## src/rtl/pwm_audio_dac_if.sv

```systemverilog
// pwm_audio_dac_if: ready/valid sample stream into the PWM audio DAC.
interface pwm_audio_dac_if #(
    parameter int SAMPLE_WIDTH = 12
);
    logic [SAMPLE_WIDTH-1:0] sample_data;
    logic                    sample_valid;
    logic                    sample_ready;
    modport master (output sample_data, output sample_valid, input sample_ready);
    modport slave (input sample_data, input sample_valid, output sample_ready);
endinterface

```

## src/rtl/pwm_audio_dac.sv

```systemverilog
// pwm_audio_dac: 2-deep sample FIFO feeding a per-period PWM duty generator.
// Optional PWM_AUDIO_DAC_UNDERRUN_MUTE_EN: underrun boundaries load duty 0 instead of holding.
module pwm_audio_dac #(
    parameter int CLOCK_FREQ   = 125_000_000,
    parameter int SAMPLE_RATE  = 50_000,
    parameter int SAMPLE_WIDTH = 12
) (
    input  logic            clk,
    input  logic            rst,
    pwm_audio_dac_if.slave  sample,
    input  logic            enable,
    output logic            aud_pwm,
    output logic            aud_sd,
    output logic            sample_tick,
    output logic            underrun
);
    localparam int CPS = CLOCK_FREQ / SAMPLE_RATE;
    localparam int CW  = $clog2(CPS);
    localparam int DW  = $clog2(CPS + 1);
    localparam int SW  = SAMPLE_WIDTH > DW ? SAMPLE_WIDTH : DW;
    localparam logic [CW-1:0] LAST  = CW'(CPS - 1);
    localparam logic [SW-1:0] CPS_S = SW'(CPS);

    logic [SAMPLE_WIDTH-1:0] mem [2];
    logic                    wr_ptr, rd_ptr;
    logic [1:0]              count;
    logic [CW-1:0]           cnt, cnt_next;
    logic [DW-1:0]           duty, duty_next, head_sat;
    logic [SW-1:0]           head;
    logic                    push, pop, boundary, empty;

    // ready depends only on occupancy, so a same-cycle pop never opens a full FIFO
    assign sample.sample_ready = count != 2'd2;
    assign push     = sample.sample_valid && sample.sample_ready;
    assign empty    = count == 2'd0;
    assign boundary = enable && cnt == LAST;
    assign pop      = boundary && !empty;
    assign head     = SW'(mem[rd_ptr]);
    assign head_sat = head > CPS_S ? DW'(CPS) : DW'(head);
    assign cnt_next = !enable ? LAST : (cnt == LAST ? '0 : cnt + CW'(1));
`ifdef PWM_AUDIO_DAC_UNDERRUN_MUTE_EN
    assign duty_next = !boundary ? duty : (empty ? '0 : head_sat);
`else
    assign duty_next = pop ? head_sat : duty;
`endif

    always_ff @(posedge clk or posedge rst) begin
        if (rst) begin
            cnt         <= LAST;
            duty        <= '0;
            count       <= '0;
            wr_ptr      <= 1'b0;
            rd_ptr      <= 1'b0;
            aud_pwm     <= 1'b0;
            aud_sd      <= 1'b0;
            sample_tick <= 1'b0;
            underrun    <= 1'b0;
        end else begin
            cnt         <= cnt_next;
            duty        <= duty_next;
            count       <= count + 2'(push) - 2'(pop);
            wr_ptr      <= wr_ptr ^ push;
            rd_ptr      <= rd_ptr ^ pop;
            aud_pwm     <= enable && (DW'(cnt_next) < duty_next);
            aud_sd      <= enable;
            sample_tick <= boundary;
            underrun    <= boundary && empty;
        end
    end

    always_ff @(posedge clk) begin
        if (push) mem[wr_ptr] <= sample.sample_data;
    end
endmodule

```

## src/flat_wrapper.sv

```systemverilog
// flat-port wrapper written by rule: the top's interface ports become plain ports
module pwm_audio_dac_flat 
#(
    parameter int CLOCK_FREQ   = 125_000_000,
    parameter int SAMPLE_RATE  = 50_000,
    parameter int SAMPLE_WIDTH = 12
)
  (clk, rst, enable, aud_pwm, aud_sd, sample_tick, underrun, sample_sample_data, sample_sample_valid, sample_sample_ready);
  pwm_audio_dac_if #(.SAMPLE_WIDTH(SAMPLE_WIDTH)) sample_i ();
  input  logic clk;
  input  logic rst;
  input  logic enable;
  output logic aud_pwm;
  output logic aud_sd;
  output logic sample_tick;
  output logic underrun;
  input wire logic [$bits(sample_i.sample_data)-1:0] sample_sample_data;
  input wire logic [$bits(sample_i.sample_valid)-1:0] sample_sample_valid;
  output wire logic [$bits(sample_i.sample_ready)-1:0] sample_sample_ready;
  assign sample_i.sample_data = sample_sample_data;
  assign sample_i.sample_valid = sample_sample_valid;
  assign sample_sample_ready = sample_i.sample_ready;
  pwm_audio_dac #(.CLOCK_FREQ(CLOCK_FREQ), .SAMPLE_RATE(SAMPLE_RATE), .SAMPLE_WIDTH(SAMPLE_WIDTH)) u_core (.clk(clk), .rst(rst), .sample(sample_i), .enable(enable), .aud_pwm(aud_pwm), .aud_sd(aud_sd), .sample_tick(sample_tick), .underrun(underrun));
endmodule
```

## config.mk

```make
export PLATFORM = sky130hd
export DESIGN_NAME = pwm_audio_dac_flat
export DESIGN_NICKNAME = d
export VERILOG_FILES = /design/src/rtl/pwm_audio_dac_if.sv /design/src/rtl/pwm_audio_dac.sv /design/src/flat_wrapper.sv
export SDC_FILE = /design/constraint.sdc
export NUM_CORES = 1
export LEC_CHECK = 0
export ABC_CLOCK_PERIOD_IN_PS = 4200
export BUFFER_PORTS_ARGS = -buffer_cell sky130_fd_sc_hd__buf_2
export CORE_UTILIZATION = 45
export DETAILED_ROUTE_END_ITERATION = 7
export GPL_TIMING_DRIVEN = 0
export SLEW_MARGIN = 20
export SYNTH_ARGS = -nofsm -noshare
export SYNTH_HDL_FRONTEND = slang
export SYNTH_SLANG_ARGS = --single-unit
```

## constraint.sdc

```tcl
create_clock -name clk -period 4.2 [get_ports clk]
set_input_delay 0.21 -clock clk [delete_from_list [all_inputs] [get_ports clk]]
set_output_delay 0.21 -clock clk [all_outputs]
set_load 0.01 [all_outputs]
```

# Word level (Yosys, flattened, before mapping)
# Memory sizes are Yosys's and may differ from the RTL's.
# Cells that the tools add are included.
dict set report classes {
  add_sub_neg 3
  magnitude_cmp 2
  n_eq_ne 2
  mux 6
  n_bitwise 2
  reduce_logical 7
}
# cell count
set ops {}
lappend ops {{2-to-1 mux 12 bit} 4}
lappend ops {{adder 12 x 1 -> 12 bit, second input constant} 1}
lappend ops {{equality test 12 bit, second input constant} 1}
lappend ops {{greater-than comparator 12 bit, second input constant} 1}
lappend ops {{< comparator 12 bit} 1}
lappend ops {{logical AND 1 bit} 5}
lappend ops {{adder 2 x 1 -> 2 bit} 1}
lappend ops {{logical NOT 2 bit} 1}
lappend ops {{2-to-1 mux 1 bit} 2}
lappend ops {{inequality test 2 bit, second input constant} 1}
lappend ops {{subtractor 2 x 1 -> 2 bit} 1}
lappend ops {{bitwise XOR 1 bit} 2}
lappend ops {{logical NOT 1 bit} 1}
dict set report word_totals {
  register_bits 32
  mem_bits_rw 24
  input_bits 16
  out_inout_bits 5
  wordCells 32
  memories 1
}
# memory words word_bits rd rd_ports_with_merged_regs wr line_no
set memory_table {}
lappend memory_table {u_core.mem 2 12 1 0 1 pwm_audio_dac.sv:24} ;# logic [SAMPLE_WIDTH-1:0] mem [2];

# Depth between registers and ports, before layout
dict set report depth {
  word_depth 6
  mapped_depth 13
  mapped_depth_nobuf 12
}

# Worst setup path before layout
# OpenSTA, ideal clock, no wires.
dict set report synth_path {
  kind {register to register}
  startpoint {register u_core.cnt[0]}
  endpoint {register u_core.aud_pwm}
  arrival_time_ps 2822
  required_ps 4055
  path_slack_ps 1233
  stages_incl_launch_ff 12
  path_buffers 0
  cell_sequence {dfstp_2 > ha_1 > nor4b_2 > nand3_1 > nor2_1 > nor2_1 > a31o_2 > ha_1 > o21ai_0 > a2111oi_0 > o311a_1 > a211oi_1}
}
dict set report synth_via {
  elab_chain_len 6
  elab_cells_between_ends 9
  cone_classes {add/sub: 1; order compare: 1; eq/ne: 1; mux: 3; reduce/logical: 3}
}
# item line_no
set synth_lines {}
lappend synth_lines {{start: declaration} pwm_audio_dac.sv:27} ;# logic [CW-1:0] cnt, cnt_next;
lappend synth_lines {{start signal: assignment} pwm_audio_dac.sv:59} ;# cnt <= cnt_next;
lappend synth_lines {{branches (longest 4 deep; another with adder 12 x 1 -> 12 bit)} -}
lappend synth_lines {{< comparator 12 bit *} pwm_audio_dac.sv:64} ;# aud_pwm <= enable && (DW'(cnt_next) < duty_next);
lappend synth_lines {{logical AND 1 bit *} pwm_audio_dac.sv:64}
lappend synth_lines {{end signal: assignment} pwm_audio_dac.sv:64}
lappend synth_lines {{end: declaration} pwm_audio_dac.sv:12} ;# output logic aud_pwm,
# Mark *: on every way between the ends.

# Final worst setup path
# Same ends and word-level chain as after synthesis.

==> run summary <==
Status: finished clean
Min-delay src: sample_sample_data[6]
Die width: 80.5 µm
Detailed placement HPWL: 3550 µm
Antenna violations before repair: 0
Most common cell in the synthesized netlist: dfrtp_1
Worst skew pair latency: 0.31 ns
CTS Buf Count: 5
Maximum capacitance violations: 0
Arrival time at the worst endpoint: 3.68 ns
Initial drt markers: 44
Hold Crit Depth: 1
Die ar.: 6470 µm²
Setup ws final: 0.689 ns
Final Wtd Congestion: 0.751
Row count: 28
CP max stage delay: 0.59 ns
Final ANT Viol Nets: 0
# clock sinks: 56
I/O pin cnt: 21
Sequential fraction of the synthesis area: 55.2%
Die height: 80.5 µm
Final Skew: 0.0153 ns
Synth-to-Final Area Change: 11.7%
Tmin final: 3.51 ns
Min-delay worst type: primary input to flop
Hold_ws: 0.0837 ns
Hold EP: u_core.mem[0][6]
Number of flops mapped to enable cells by yosys: 24
DR DRC count: 0
Drt pass-1 iters: 4
Wire per inst: 14.0 µm
Placed insts: 323
Gr ovfl total: 0
Final slew viol count: 0
H-tree level count: 2
Synth top area share: 26.0%
Total number of vias: 1722
PD cells: 682 nW/µm²
Post-layout util: 52.3%
Syn_area_per_cell: 12.1 µm²
Slowest-stage cell, CP: dfstp_2
WP data required: 4.37 ns
Detailed Route WL: 4680 µm
Root buf cell: clkbuf_8
R2r startpoint: u_core.cnt[0]
Critical Path, Cell by Cell: ha_1 > nor4b_2 > nand3_1 > nor2_1 > nor2_1 > a31o_2 > ha_1 > nand4_1 > a2111oi_0 > o31ai_1 > nand3b_1 > a211oi_1
Yosys Warn Count: 0
Syn nets: 260
Largest net degree at the start of global routing: 33
Worst Tran Pin Value: 0.627 ns
Worst-case clock buffer depth: 2
Synth top area cells: edfxtp_1 (26%), dfrtp_1 (23%), ha_1 (7.2%), dfstp_2 (5.7%), nor2_1 (2.6%)
Static leakage: 1.28 nW
Top cells by instance count after synthesis: dfrtp_1 (26), edfxtp_1 (24), nor2_1 (19)
First-pass GRT wire length: 8050 µm
Number of synthesized register bits: 56
Dominant synthesized flop cell: dfrtp_1
Max frequency: 0.285 GHz
Core ar.: 5920 µm²
Synth Instances: 228
Dpl cell area: 2960 µm²
Async S/R FF share, synth: 57.1%
GRT Overall Usage: 16.5%
# nets final: 289
Fin crit share: 83.6%
CTS tree: done
R2R cell count: 12
Distinct cells, synth: 52
Peak VDD IR: 339 µV
CTS clk-pin slew, worst paths: 0.11 ns
R2R Setup Slk: 0.69 ns
Slew HR: 57.1%
Endpoints failing hold: 0
Pre-CTS setup slack: 0.708 ns
RSZ-0062 raised after global routing: false
Number of global-route vias before repair: 1728
CP Capture Type: flop
Final setup vio count: 0
Initial Utilization: 46.8%
Crit Path Class: flop to flop
Post-route insts no fill: 333
Critical Path Start Type: flop
Critical path fanouts, max: 8
Reg2reg end: u_core.aud_pwm
Via density: 5.17
Port Buffers: 20
Share of layout cells above drive strength 1: 21.7%
Fin area: 3100 µm²
Post-synth top area cell: edfxtp_1
Total chip power: 2.11 mW
N_diodes: 0
Post-Syn Area: 2770 µm²
Setup TNS: 0 ns
[worst max path at each step]
stage	endpoint	slack, ns	start
finish	u_core.aud_pwm	0.69	u_core.cnt[0]
global route	u_core.aud_pwm	0.37	u_core.cnt[0]
CTS	u_core.aud_pwm	0.69	u_core.cnt[0]
detailed placement	u_core.aud_pwm	0.71	u_core.cnt[0]
global placement	u_core.aud_pwm	0.73	u_core.cnt[0]
floorplan	u_core.aud_pwm	1.23	u_core.cnt[0]
[routing by layer]
layer  GRT usage (%)  up-vias  wire [µm]
met5               0        -          0
li1                -      888          -
met1            21.7      809       2280
met3            3.41        5        100
met2            27.6       20       2250
met4            4.29        0         46
[worst max-delay path, delay by kind of cell, from the launching register on]
kind	cells	cell delay, ns
AO/OA/AOI/OAI	4	1.06
adder cells (fa/ha/maj)	2	0.50
AND/OR/NAND/NOR	6	1.23
flip-flops	1	0.59
[power breakdown]
group	total [mW]	leakage, nW	switching [mW]	internal, mW
sequential	0.857	0.611	0.0866	0.770
clock	0.355	0.0558	0.174	0.180
combinational	0.899	0.611	0.507	0.392
total	2.11	1.28	0.768	1.34
[registers in the layout (all words and copies together) (netlist names)]
register / count
u_core.rd_ptr: 1
u_core.count: 2
u_core.wr_ptr: 1
u_core.aud_sd: 1
u_core.duty: 12
u_core.aud_pwm: 1
u_core.cnt: 12
u_core.mem: 24
u_core.sample_tick: 1
u_core.underrun: 1
[repair_timing]
item | in CTS | in global routing
gates resized for setup | 0 | 0
hold buffers | 2 | 0
setup buffers | 0 | 0
hold endpoints to repair | 14 | 0
[cells by family (layout without fill, tap and decap cells)]
| group | count (synthesis) | count (layout) | synth area share, % |
|---|---|---|---|
| XOR/XNOR | 13 | 13 | 4.11 |
| adder cells (fa/ha/maj) | 16 | 16 | 7.23 |
| flip-flops | 56 | 56 | 55.2 |
| AO/OA/AOI/OAI | 47 | 47 | 12.6 |
| AND/OR/NAND/NOR | 71 | 71 | 14.0 |
| buffers and inverters | 13 | 43 | 2.21 |
| multiplexers | 12 | 12 | 4.61 |
[cells in the final DEF (no fill, tap or decap), types with 5 or more instances in the layout]
| master | n |
|---|---|
| buf_2 | 21 |
| clkbuf_8 | 5 |
| dfrtp_1 | 26 |
| dfstp_2 | 6 |
| edfxtp_1 | 24 |
| ha_1 | 16 |
| inv_1 | 6 |
| mux2_2 | 6 |
| mux2i_1 | 6 |
| nand2_1 | 17 |
| nand3_1 | 8 |
| nor2_1 | 19 |
| o21a_1 | 9 |
| o21ai_0 | 8 |
| o21ai_1 | 8 |
| xnor2_1 | 7 |
| xor2_1 | 6 |
[cell type report]
class                   count  area, µm²
well taps                  75       93.8
inverters                   7       26.3
flip-flops and latches     56       1530
clock buffers               6       72.6
fillers                   526       2830
plain buffers               6       35.0
multi-input cells         159       1180
repair buffers             22        120
clock inverters             2       38.8
No activity file was read; power rests on OpenSTA's default activity.
